**config.mk**
```make
export PLATFORM = sky130hd
export DESIGN_NAME = alu_share_arbiter
export DESIGN_NICKNAME = d
export VERILOG_FILES = /design/src/rtl/alu_share_arbiter.sv
export SDC_FILE = /design/constraint.sdc
export NUM_CORES = 1
export LEC_CHECK = 0
export ABC_CLOCK_PERIOD_IN_PS = 2560
export CORE_AREA = 2 2 128 99
export DETAILED_ROUTE_END_ITERATION = 6
export DIE_AREA = 0 0 130 101
export GPL_ROUTABILITY_DRIVEN = 0
export PLACE_DENSITY = 0.83
export SLEW_MARGIN = 20
export SYNTH_ARGS = -nofsm -noshare
export SYNTH_HDL_FRONTEND = slang
export SYNTH_SLANG_ARGS = --single-unit
```
**constraint.sdc**
```tcl
create_clock -name clk -period 2.56 [get_ports clk]
set_input_delay 0.384 -clock clk [delete_from_list [all_inputs] [get_ports clk]]
set_output_delay 0.384 -clock clk [all_outputs]
set_load 0.02 [all_outputs]
```
**src/rtl/alu_share_arbiter.sv**
```systemverilog
// Sequences one external combinational ALU between two requesters, round-robin, IDLE->EXEC->RESP.
// Define ALU_ARB_CNT_EN to add saturating per-requester grant counters (grant_cnt0/grant_cnt1).
module alu_share_arbiter #(
    parameter int DATA_W = 32,
    parameter int OP_W   = 5
) (
    input  logic              clk,
    input  logic              rst,
    input  logic              req0_valid,
    output logic              req0_ready,
    input  logic [DATA_W-1:0] req0_a,
    input  logic [DATA_W-1:0] req0_b,
    input  logic              req0_cin,
    input  logic [OP_W-1:0]   req0_card,
    input  logic              req1_valid,
    output logic              req1_ready,
    input  logic [DATA_W-1:0] req1_a,
    input  logic [DATA_W-1:0] req1_b,
    input  logic              req1_cin,
    input  logic [OP_W-1:0]   req1_card,
    output logic [DATA_W-1:0] alu_a,
    output logic [DATA_W-1:0] alu_b,
    output logic              alu_cin,
    output logic [OP_W-1:0]   alu_card,
    input  logic [DATA_W-1:0] alu_f,
    input  logic              alu_cout,
    input  logic              alu_zero,
`ifdef ALU_ARB_CNT_EN
    output logic [15:0]       grant_cnt0,
    output logic [15:0]       grant_cnt1,
`endif
    output logic              rsp_valid,
    input  logic              rsp_ready,
    output logic              rsp_id,
    output logic [DATA_W-1:0] rsp_f,
    output logic              rsp_cout,
    output logic              rsp_zero
);

    typedef enum logic [1:0] {IDLE, EXEC, RESP} state_t;

    state_t state, state_nxt;
    logic   ptr;
    logic   grant;
    logic   req_hs;
    logic   rsp_hs;

    always_comb begin
        state_nxt  = state;
        req0_ready = 1'b0;
        req1_ready = 1'b0;
        // Contention resolved by the pointer; a lone requester always wins.
        if (req0_valid && req1_valid) grant = ptr;
        else                          grant = req1_valid;
        case (state)
            IDLE: begin
                if ((req0_valid || req1_valid) && !rst) begin
                    req0_ready = ~grant;
                    req1_ready = grant;
                    state_nxt  = EXEC;
                end
            end
            EXEC:    state_nxt = RESP;
            RESP:    if (rsp_ready) state_nxt = IDLE;
            default: state_nxt = IDLE;
        endcase
    end

    assign req_hs = req0_ready | req1_ready;
    assign rsp_hs = rsp_valid & rsp_ready;

    always_ff @(posedge clk) begin
        if (rst) state <= IDLE;
        else     state <= state_nxt;
    end

    always_ff @(posedge clk) begin
        if (rst) begin
            ptr       <= 1'b0;
            alu_a     <= '0;
            alu_b     <= '0;
            alu_cin   <= 1'b0;
            alu_card  <= '0;
            rsp_valid <= 1'b0;
            rsp_id    <= 1'b0;
            rsp_f     <= '0;
            rsp_cout  <= 1'b0;
            rsp_zero  <= 1'b0;
        end else begin
            if (req_hs) begin
                alu_a    <= grant ? req1_a    : req0_a;
                alu_b    <= grant ? req1_b    : req0_b;
                alu_cin  <= grant ? req1_cin  : req0_cin;
                alu_card <= grant ? req1_card : req0_card;
                rsp_id   <= grant;
            end
            // ALU outputs have had the whole EXEC cycle to settle.
            if (state == EXEC) begin
                rsp_f     <= alu_f;
                rsp_cout  <= alu_cout;
                rsp_zero  <= alu_zero;
                rsp_valid <= 1'b1;
            end
            if (rsp_hs) begin
                rsp_valid <= 1'b0;
                ptr       <= ~rsp_id;
            end
        end
    end

`ifdef ALU_ARB_CNT_EN
    function automatic logic [15:0] sat_inc(input logic [15:0] v);
        return (v == 16'hFFFF) ? v : v + 16'd1;
    endfunction

    always_ff @(posedge clk) begin
        if (rst) begin
            grant_cnt0 <= '0;
            grant_cnt1 <= '0;
        end else begin
            if (req0_ready && req0_valid) grant_cnt0 <= sat_inc(grant_cnt0);
            if (req1_ready && req1_valid) grant_cnt1 <= sat_inc(grant_cnt1);
        end
    end
`endif

endmodule

```
==> After elaboration in Yosys (flattened, before gate mapping) <==
Index checks and enable logic that the tools add are counted.
{ "word_totals": {"reg_bits": 109, "in_bits": 179, "elab_cells": 38} }
{ "op_classes": {"eq_ne": 4, "n_mux": 12, "bitwise_logic": 4, "reduce_logical": 7} }
{ "op_table": {"columns": ["cell", "n"], "rows": [
  ["2-to-1 mux 32 bit", 2],
  ["2-to-1 mux 1 bit", 6],
  ["one-hot mux 2 bit (3 select lines)", 1],
  ["2-to-1 mux 5 bit", 1],
  ["2-to-1 mux 2 bit", 2],
  ["inequality test 2 bit (second input constant)", 2],
  ["== test 2 x 1 -> 1 bit (second input constant)", 1],
  ["== test 2 bit (second input constant)", 1],
  ["logical AND 1 bit", 2],
  ["zero test 2 bit", 1],
  ["inverter 1 bit", 2],
  ["AND reduction 2 bit", 1],
  ["OR reduction 2 bit", 1],
  ["bitwise AND 1 bit", 1],
  ["zero test 1 bit", 1],
  ["logical OR 1 bit", 1],
  ["OR 1 bit", 1]
]} }

==> Logic depth before layout (Yosys ltp) <==
Gate-level depths: netlist of the first run.
{ "logic_depth": {"depth_word": 6, "mapped_depth": 7, "mapped_depth_nobuf": 4} }

==> Worst setup path after synthesis of the first run <==
Ideal clock, no wire load.
{ "synth_path": {"kind": "input -> output", "from": "input rst", "to": "output req0_ready", "arrival_ns": 1.244, "t_required_ns": 2.176, "path_slack_ns": 0.932, "cell_stages": 5, "path_buffers": 2, "cell_sequence": "buf_4 nor3_4 o21ai_2 buf_6 nor2b_1"} }
{ "synth_via": {"elab_chain_cells": 4} }
{ "synth_lines": {"columns": ["item", "line_no", "source"], "rows": [
  ["start: declaration", "8", "input logic rst,"],
  ["zero test 1 bit", "57", "if ((req0_valid || req1_valid) && !rst) begin"],
  ["logical AND 1 bit", "57", null],
  ["2-to-1 mux 1 bit", "57", null],
  ["2-to-1 mux 1 bit", "55", "case (state)"],
  ["end: declaration", "10", "output logic req0_ready,"]
]} }
Every way passes these cells.

==> Worst setup path in the final report of the first run <==
{ "layout_path": {"from": "input req0_valid", "to": "output req0_ready"} }
{ "layout_via": {"elab_chain_cells": 5} }
{ "layout_lines": {"columns": ["item", "line_no", "source"], "rows": [
  ["start: declaration", "9", "input logic req0_valid,"],
  ["logical AND 1 bit", "53", "if (req0_valid && req1_valid) grant = ptr;"],
  ["2-to-1 mux 1 bit", "53", null],
  ["inverter 1 bit", "58", "req0_ready = ~grant;"],
  ["2-to-1 mux 1 bit *", "57", null],
  ["2-to-1 mux 1 bit *", "55", null]
]} }
Mark *: on every way between the ends. The rest lies on a longest branch, timed or not.

==> reports/metrics.csv, run 1 <==
metric,value,unit
TritonRoute pass-1 iters,5,
VDD IR max,0.364,mV
number of port buffers,286,
starting density of the core,0.388,
worst hold path type,reg2reg,
outcome,completed,
via count,4431,
worst skew pair latency,0.34,ns
Synth Instances,483,
TritonCTS sink count,109,
post-DP HPWL,10.2,mm
DRC Markers,0,
leakage power,3.06,nW
final hold vios,0,
GRT busiest layer,met2,
"Data required, critical path",2.18,ns
global-route usage over all layers,0.202,
overall die height,101,um
crit path to,req0_ready,
max-cap viol count,0,
R2R cell count,4,
setup bufs post-CTS,0,
drt first-iter violations,145,
clock-pin slew on the worst setup and hold paths,0.07,ns
Avg Inst Size Synth,9.62,um2
DIE AREA,13100,um2
RSZ-0062 raised after global routing,false,
sequential share of the synthesized area,0.470,
library cells used by synthesis,20,
WP data arrival,1.97,ns
Worst slew margin,0.385,
TritonCTS buffer count,9,
GR Util met1,0.228,
final count of pins violating max slew,0,
largest net degree at the start of global routing,143,
footprint of the multi-input gates,2140,um2
crit path from,req0_valid,
Seq. cell area,2180,um2
final setup vio count,0,
clock buffer depth,2,
WL final,13.9,mm
Worst R2R Setup Slack,0.91,ns
M2 GR Usage,0.364,
Std-Cell Rows,35,
#FFs+latches synth,109,
Setup TNS,0,ns
worst-margin pin slew,0.922,ns
pre-CTS setup slack,0.236,ns
grt ovf,0,
Synthesized Nets,662,
area of the core,12000,um2
total power,4.57,mW
vias in the first global route,4216,
CTS resizes,0,
initial antenna violation count,0,
n_diodes,0,
synthesized area,4640,um2
R2R Path Start,state[1]$_SDFFE_PP0P_,
layout cells sized above 1,0.0375,
post-route ant nets,0,
final worst slack,0.204,ns
fill count,960,
final instance area,7750,um2
area post-placement,7460,um2
wire per inst,15.2,um
CTS tree,yes,
Ys Warns,0,
num ports,287,
fin crit period,2.36,ns
post-DR vias/cell,4.85,
max frequency,424,MHz
Crit Path Class,in2out,
Worst Skew,0.00615,ns
Root Driver,clkbuf_16,
Reg2Reg Capture Point,rsp_f[24]$_SDFFE_PP0N_,
Power per Cell Area,590,nW/um2
element type at the critical path start,input pin,
number of H-tree levels,3,
first-pass GRT wire length,20.9,mm
"Area growth, synth to finish",66.9,%
GRT met3 Usage,0.0685,
Final Net Count,921,
CP Capture Type,output port,
CP max FO,3,
Die W,130,um
Tcrit/Tclk final,0.920,
Post-CTS Hold Fix Bufs,0,
where the power goes:
| part | internal (mW) | switching (mW) |
|---|---|---|
| Clock | 0.684 | 0.662 |
| Sequential | 1.87 | 0.0924 |
| Combinational | 0.684 | 0.580 |
stage by stage:
step           std cells  utilization  hold WS [ns]
3_3_place_gp         897        0.624         0.441
6_report             913        0.648         0.455
2_1_floorplan        483            -         0.498
5_1_grt              913        0.648         0.476
4_1_cts              913        0.648         0.458
3_5_place_dp         897        0.624         0.448
routing by layer:
metal / vias to the layer above / wire (um)
met5: - / 0
met4: 0 / 244
met3: 22 / 1200
met2: 189 / 6950
met1: 2029 / 5510
li1: 2191 / -
cell usage in the layout, fill, tap and decap left out, drive strengths merged:
cell type	netlist	final
mux2i	70	70
nor2b	3	3
clkbuf	18	9
a311oi	1	1
inv	2	4
o21ai	72	72
nand3b	70	70
a21oi	37	37
nor2	3	3
nand2b	1	1
or3	1	1
nor3	1	1
nand2	69	69
clkinvlp	0	1
buf	25	6
clkinv	0	4
clkdlybuf4s50	0	285
mux2	1	1
dfxtp	109	109
cell type report:
cell class,count,area share
Clock buffer,9,0.0291
Clock inverter,7,0.00904
Tap cell,166,0.0268
Multi-Input combinational cell,329,0.276
Timing Repair Buffer,291,0.377
Inverter,2,0.000969
Sequential cell,109,0.282
how the worst min path moves through the flow:
stage	startpoint	endpoint	slack, ns	depth (start not counted)
2_1_floorplan	ptr$_SDFFE_PP0P_	ptr$_SDFFE_PP0P_	0.50	2
3_3_place_gp	rsp_cout$_SDFFE_PP0N_	rsp_cout$_SDFFE_PP0N_	0.44	2
3_5_place_dp	rsp_cout$_SDFFE_PP0N_	rsp_cout$_SDFFE_PP0N_	0.45	2
4_1_cts	rsp_f[17]$_SDFFE_PP0N_	rsp_f[17]$_SDFFE_PP0N_	0.46	2
5_1_grt	rsp_f[16]$_SDFFE_PP0N_	rsp_f[16]$_SDFFE_PP0N_	0.48	2
6_report	rsp_cout$_SDFFE_PP0N_	rsp_cout$_SDFFE_PP0N_	0.45	2
logic make-up (layout without fill, tap and decap cells):
| family | count (synthesis) | after routing | synth area share |
|---|---|---|---|
| AO/OA/AOI/OAI | 110 | 110 | 0.122 |
| multiplexers | 71 | 71 | 0.153 |
| flip-flops | 109 | 109 | 0.470 |
| buffers and inverters | 45 | 309 | 0.0735 |
| AND/OR/NAND/NOR | 148 | 148 | 0.182 |
synth_stat cells:
cell type    n  area share
nor2b_1      3      0.0040
a21oi_1     37       0.040
or3_1        1      0.0013
nand3b_1    70        0.11
nor3_4       1      0.0035
a311oi_1     1      0.0019
buf_4        6      0.0097
buf_6        9       0.022
buf_2        3      0.0032
o21ai_1     69       0.074
buf_8        7       0.023
inv_1        2      0.0016
mux2_2       1      0.0024
o21ai_2      3      0.0057
nand2b_1     1      0.0013
nand2_1     69       0.056
nor2_1       3      0.0024
dfxtp_1    109        0.47
mux2i_1     70        0.15
clkbuf_1    18       0.015
worst max-delay path, stage by stage:
cell and delay, ns:
clkdlybuf4s50_1 0.54, inv_1 0.09, o21ai_4 0.17, nor2b_1 0.17, clkdlybuf4s50_1 0.61
flip-flops by register name (all words and copies together) (netlist names):
name and cells:
state 2, alu_a 32, alu_b 32, rsp_f 32, alu_card 5, ptr 1
rsp_cout 1, rsp_zero 1, rsp_valid 1, rsp_id 1, alu_cin 1
No activity file was read; power rests on OpenSTA's default activity.
==> inputs of run 2 (changes only) <==
CTS_CLUSTER_SIZE = 8   (was not set)
GPL_TIMING_DRIVEN = 0   (was not set)
PLACE_DENSITY = not set   (was 0.83)
PLACE_DENSITY_LB_ADDON = 0.15   (was not set)
==> run 2 against run 1 <==
Critical path type unchanged; utilization grew 2.2 points; wire length increased by 12%; design area up 3.4%; maximum frequency fell by 2.9%; count of clock-buffer cells in the layout rose by 1; sequential cell count did not move; worst hold slack improved by 0.0021 ns; combinational power increased by 6%; sequential share of layout area decreased by 0.93 points; critical path depth increased by 2; cell count grew 4.1%.
==> reports/metrics.csv, run 2 (synthesis gave the netlist of run 1 again) <==
metric,value,unit
outcome,completed,
CTS tree,yes,
Die W,130,um
largest net degree at the start of global routing,19,
Tcrit/Tclk final,0.947,
post-DR vias/cell,4.86,
WP depth,7,
num ports,287,
Pint,3.39,mW
Hold Worst Slack,0.457,ns
buffers and inverters on the worst path,5,
worst-margin pin slew,0.513,ns
final count of pins violating max slew,0,
wire per inst,16.4,um
most frequent cells in the layout,"clkdlybuf4s50_1 (284), dfxtp_1 (109), mux2i_1 (70), nand3b_1 (70)",
final setup vio count,0,
final hold vios,0,
drt first-iter violations,194,
clock-pin slew on the worst setup and hold paths,0.07,ns
WP data arrival,2.04,ns
post-DP HPWL,12.1,mm
CP Capture Type,output port,
post-route ant nets,0,
P_sw,1.36,mW
TritonCTS sink count,109,
clock buffer depth,2,
vias in the first global route,4725,
DRC Markers,0,
CP top delay family,buffers and inverters,
RSZ-0062 raised after global routing,false,
Worst Skew,0.00526,ns
initial antenna violation count,0,
Power per Cell Area,593,nW/um2
CP cell instances,clkdlybuf4s50_1 -> inv_1 -> o21ai_2 -> buf_6 -> buf_8 -> nor2b_1 -> clkdlybuf4s50_1,
DIE AREA,13100,um2
Crit-path slowest cell,clkdlybuf4s50_1,
max frequency,412,MHz
Worst slew margin,0.658,
Seq pwr share,0.413,
Hold Path Depth,2,
WL final,15.6,mm
setup bufs post-CTS,0,
number of port buffers,285,
via count,4619,
"most used cell, CP",clkdlybuf4s50_1,
area of the core,12000,um2
Comb pwr share,0.283,
biggest regs,"alu_a (32), alu_b (32), rsp_f (32)",
leakage power,3.20,nW
n_diodes,0,
fin crit period,2.43,ns
crit-path max cell delay,0.54,ns
first-pass GRT wire length,23.8,mm
"Area growth, synth to finish",72.6,%
CP max FO,10,
"Data required, critical path",2.18,ns
R2R cell count,4,
number of H-tree levels,3,
global-route usage over all layers,0.232,
overall die height,101,um
Setup TNS,0,ns
worst hold path type,reg2reg,
max-cap viol count,0,
TritonCTS buffer count,9,
starting density of the core,0.388,
Crit Path Class,in2out,
VDD IR max,0.357,mV
clock power share,0.305,
Post-CTS Hold Fix Bufs,0,
worst skew pair latency,0.34,ns
element type at the critical path start,input pin,
layout cells sized above 1,0.0587,
sw frac,0.287,
Root Driver,clkbuf_16,
TritonRoute pass-1 iters,4,
Std-Cell Rows,35,
grt ovf,0,
"commonest non-fill, non-tap cell in the layout",clkdlybuf4s50_1,
Final Net Count,958,
[run 2: per-stage QoR]
| stage | utilization | cells | worst slack, ns | total power, mW | cell area, um2 |
|---|---|---|---|---|---|
| 2_1_floorplan | - | 483 | 0.932 | 2.61 | 4640 |
| 3_3_place_gp | 0.644 | 934 | -0.0611 | 3.32 | 7700 |
| 3_5_place_dp | 0.644 | 934 | -0.0626 | 3.35 | 7700 |
| 4_1_cts | 0.670 | 950 | 0.119 | 4.79 | 8020 |
| 5_1_grt | 0.670 | 950 | 0.0558 | 4.96 | 8020 |
| 6_report | 0.670 | 950 | 0.135 | 4.75 | 8020 |
[run 2: area by class of cell]
cell class	count	area (um2)
clock buffers	10	239
repair buffers	285	2850
inverters	2	7.51
well taps	166	208
clock inverters	6	72.6
flip-flops and latches	109	2180
multi-input cells	329	2120
plain buffers	43	334
fillers	984	3940
[run 2: what timing repair did]
item | CTS | global route
endpoints found under the setup margin | 1 | 0
hold endpoints to repair | 0 | 0
resized for setup | 1 | 0
[run 2: power groups by stage]
stage	Combinational (mW)	Clock, mW	Sequential (mW)
after floorplan	0.412	0	2.20
after global placement	1.33	0	1.99
after detailed placement	1.35	0	2.00
after CTS	1.36	1.47	1.96
after global routing	1.44	1.54	1.98
final	1.34	1.45	1.96
[run 2: metal layers]
metal  track usage  up-vias  routed length (um)
met5             0        -                   0
met4        0.0562        0                 227
met1         0.267     2153                6180
li1              -     2269                   -
met3        0.0738       16                1330
met2         0.419      181                7850
[run 2: path summary, 6_finish.rpt]
path                                       startpoint                  endpoint  slack, ns
worst max-delay path                       req0_valid                req1_ready       0.13
worst min-delay path            rsp_f[4]$_SDFFE_PP0N_     rsp_f[4]$_SDFFE_PP0N_       0.46
worst max register to register  state[0]$_SDFFE_PP0P_  alu_card[3]$_SDFFE_PP0P_       1.10
worst min register to register  rsp_f[4]$_SDFFE_PP0N_     rsp_f[4]$_SDFFE_PP0N_       0.46
[run 2: worst reg2reg max path, delay by kind of cell (launching register included)]
kind | cells | cell delay (ns)
compound gates | 2 | 0.36
buf+inv | 1 | 0.45
flops | 1 | 0.43
simple gates | 1 | 0.08
==> inputs of run 3 (changes only) <==
CORE_AREA = 3 3 129 100   (was 2 2 128 99)
DIE_AREA = 0 0 132 103   (was 0 0 130 101)
==> run 3 against run 2 <==
Worst setup slack improved by 0.0012 ns; worst hold slack improved by 0.0014 ns; critical path depth unchanged; critical endpoint unchanged.
==> reports/metrics.csv, run 3 (synthesis gave the netlist of run 1 again) <==
metric,value,unit
outcome,completed,
DRC Markers,0,
DIE AREA,13600,um2
via count,4616,
CP max FO,10,
layout cells sized above 1,0.0575,
max frequency,412,MHz
grt ovf,0,
Pint,3.38,mW
CP top delay family,buffers and inverters,
worst-margin pin slew,0.521,ns
n_diodes,0,
post-route ant nets,0,
global-route usage over all layers,0.225,
CTS resizes,1,
area post-placement,7700,um2
Crit Path Class,in2out,
Comb pwr share,0.284,
biggest regs,"alu_a (32), alu_b (32), rsp_f (32)",
Worst Skew,0.00523,ns
P_sw,1.34,mW
clock buffer depth,2,
Root Driver,clkbuf_16,
Worst slew margin,0.653,
"Area growth, synth to finish",72.2,%
final count of pins violating max slew,0,
wire per inst,16.5,um
max-cap viol count,0,
fin cells,945,
clock-pin slew on the worst setup and hold paths,0.07,ns
post-DP HPWL,12.3,mm
num ports,287,
number of port buffers,285,
leakage power,3.19,nW
setup bufs post-CTS,0,
initial antenna violation count,0,
vias in the first global route,4772,
WL final,15.6,mm
post-DR vias/cell,4.88,
final hold vios,0,
sw frac,0.284,
VDD IR max,0.307,mV
Die W,132,um
starting density of the core,0.400,
worst skew pair latency,0.35,ns
"Data required, critical path",2.18,ns
CTS tree,yes,
buffers and inverters on the worst path,5,
final instance area,8000,um2
WP data arrival,2.04,ns
Final Net Count,958,
Tcrit/Tclk final,0.947,
element type at the critical path start,input pin,
TritonCTS buffer count,9,
Seq pwr share,0.416,
area of the core,11600,um2
most frequent cells in the layout,"clkdlybuf4s50_1 (284), dfxtp_1 (109), mux2i_1 (70), nand3b_1 (70)",
first-pass GRT wire length,24.4,mm
CP Capture Type,output port,
"commonest non-fill, non-tap cell in the layout",clkdlybuf4s50_1,
CP cell instances,clkdlybuf4s50_1 -> inv_1 -> o21ai_2 -> buf_6 -> buf_8 -> nor2b_1 -> clkdlybuf4s50_1,
fin crit period,2.42,ns
Power per Cell Area,590,nW/um2
RSZ-0062 raised after global routing,false,
number of H-tree levels,3,
Std-Cell Rows,34,
drt first-iter violations,231,
overall die height,103,um
Crit-path slowest cell,clkdlybuf4s50_1,
largest net degree at the start of global routing,18,
placed cell count,930,
Setup TNS,0,ns
final setup vio count,0,
clock power share,0.301,
TritonRoute pass-1 iters,4,
Post-CTS Hold Fix Bufs,0,
crit-path max cell delay,0.54,ns
"most used cell, CP",clkdlybuf4s50_1,
worst hold path type,reg2reg,
TritonCTS sink count,109,
-- run 3: layer usage --
metal,part of all wire,up-vias,global-route usage
met5,0,-,0
met1,0.40,2155,0.255
met2,0.51,174,0.409
met4,0.014,0,0.0605
li1,-,2269,-
met3,0.077,18,0.0805
-- run 3: worst reg2reg max path, stage by stage (launching register included) --
cell      delay (ns)
dfxtp_1         0.36
nor3_4          0.25
o21ai_2         0.19
buf_6           0.21
buf_6           0.15
nand3b_1        0.07
o21ai_1         0.08
-- run 3: per-stage QoR --
step	setup WS [ns]	power, mW	hold WS, ns	util
2_1_floorplan	0.932	2.61	0.498	-
3_3_place_gp	-0.0540	3.32	0.442	0.663
3_5_place_dp	-0.0737	3.35	0.449	0.663
4_1_cts	0.112	4.76	0.460	0.689
5_1_grt	0.0581	4.93	0.473	0.689
6_report	0.136	4.72	0.458	0.689
-- run 3: final timing paths --
path                                             start                     end  slack, ns  cells past startpoint
worst min-delay path            rsp_f[31]$_SDFFE_PP0N_  rsp_f[31]$_SDFFE_PP0N_       0.46                      2
worst min register to register  rsp_f[31]$_SDFFE_PP0N_  rsp_f[31]$_SDFFE_PP0N_       0.46                      2
worst max-delay path                        req0_valid              req1_ready       0.14                      7
worst max register to register   state[1]$_SDFFE_PP0P_   alu_b[6]$_SDFFE_PP0P_       1.13                      6
-- run 3: layout make-up --
cell class,count,area [um2]
buffer,43,334
clock buffer,10,239
clock inverter,5,61.3
fill,897,3610
inverter,2,7.51
multi-input combinational,329,2120
sequential,109,2180
tap,162,203
timing repair buffer,285,2850
-- run 3: power by group through the flow --
stage	sequential, mW	clock, mW	combinational (mW)
after CTS	1.96	1.44	1.36
final	1.96	1.42	1.34
after floorplan	2.20	0	0.412
after global routing	1.98	1.52	1.43
after global placement	1.99	0	1.33
after detailed placement	2.00	0	1.35
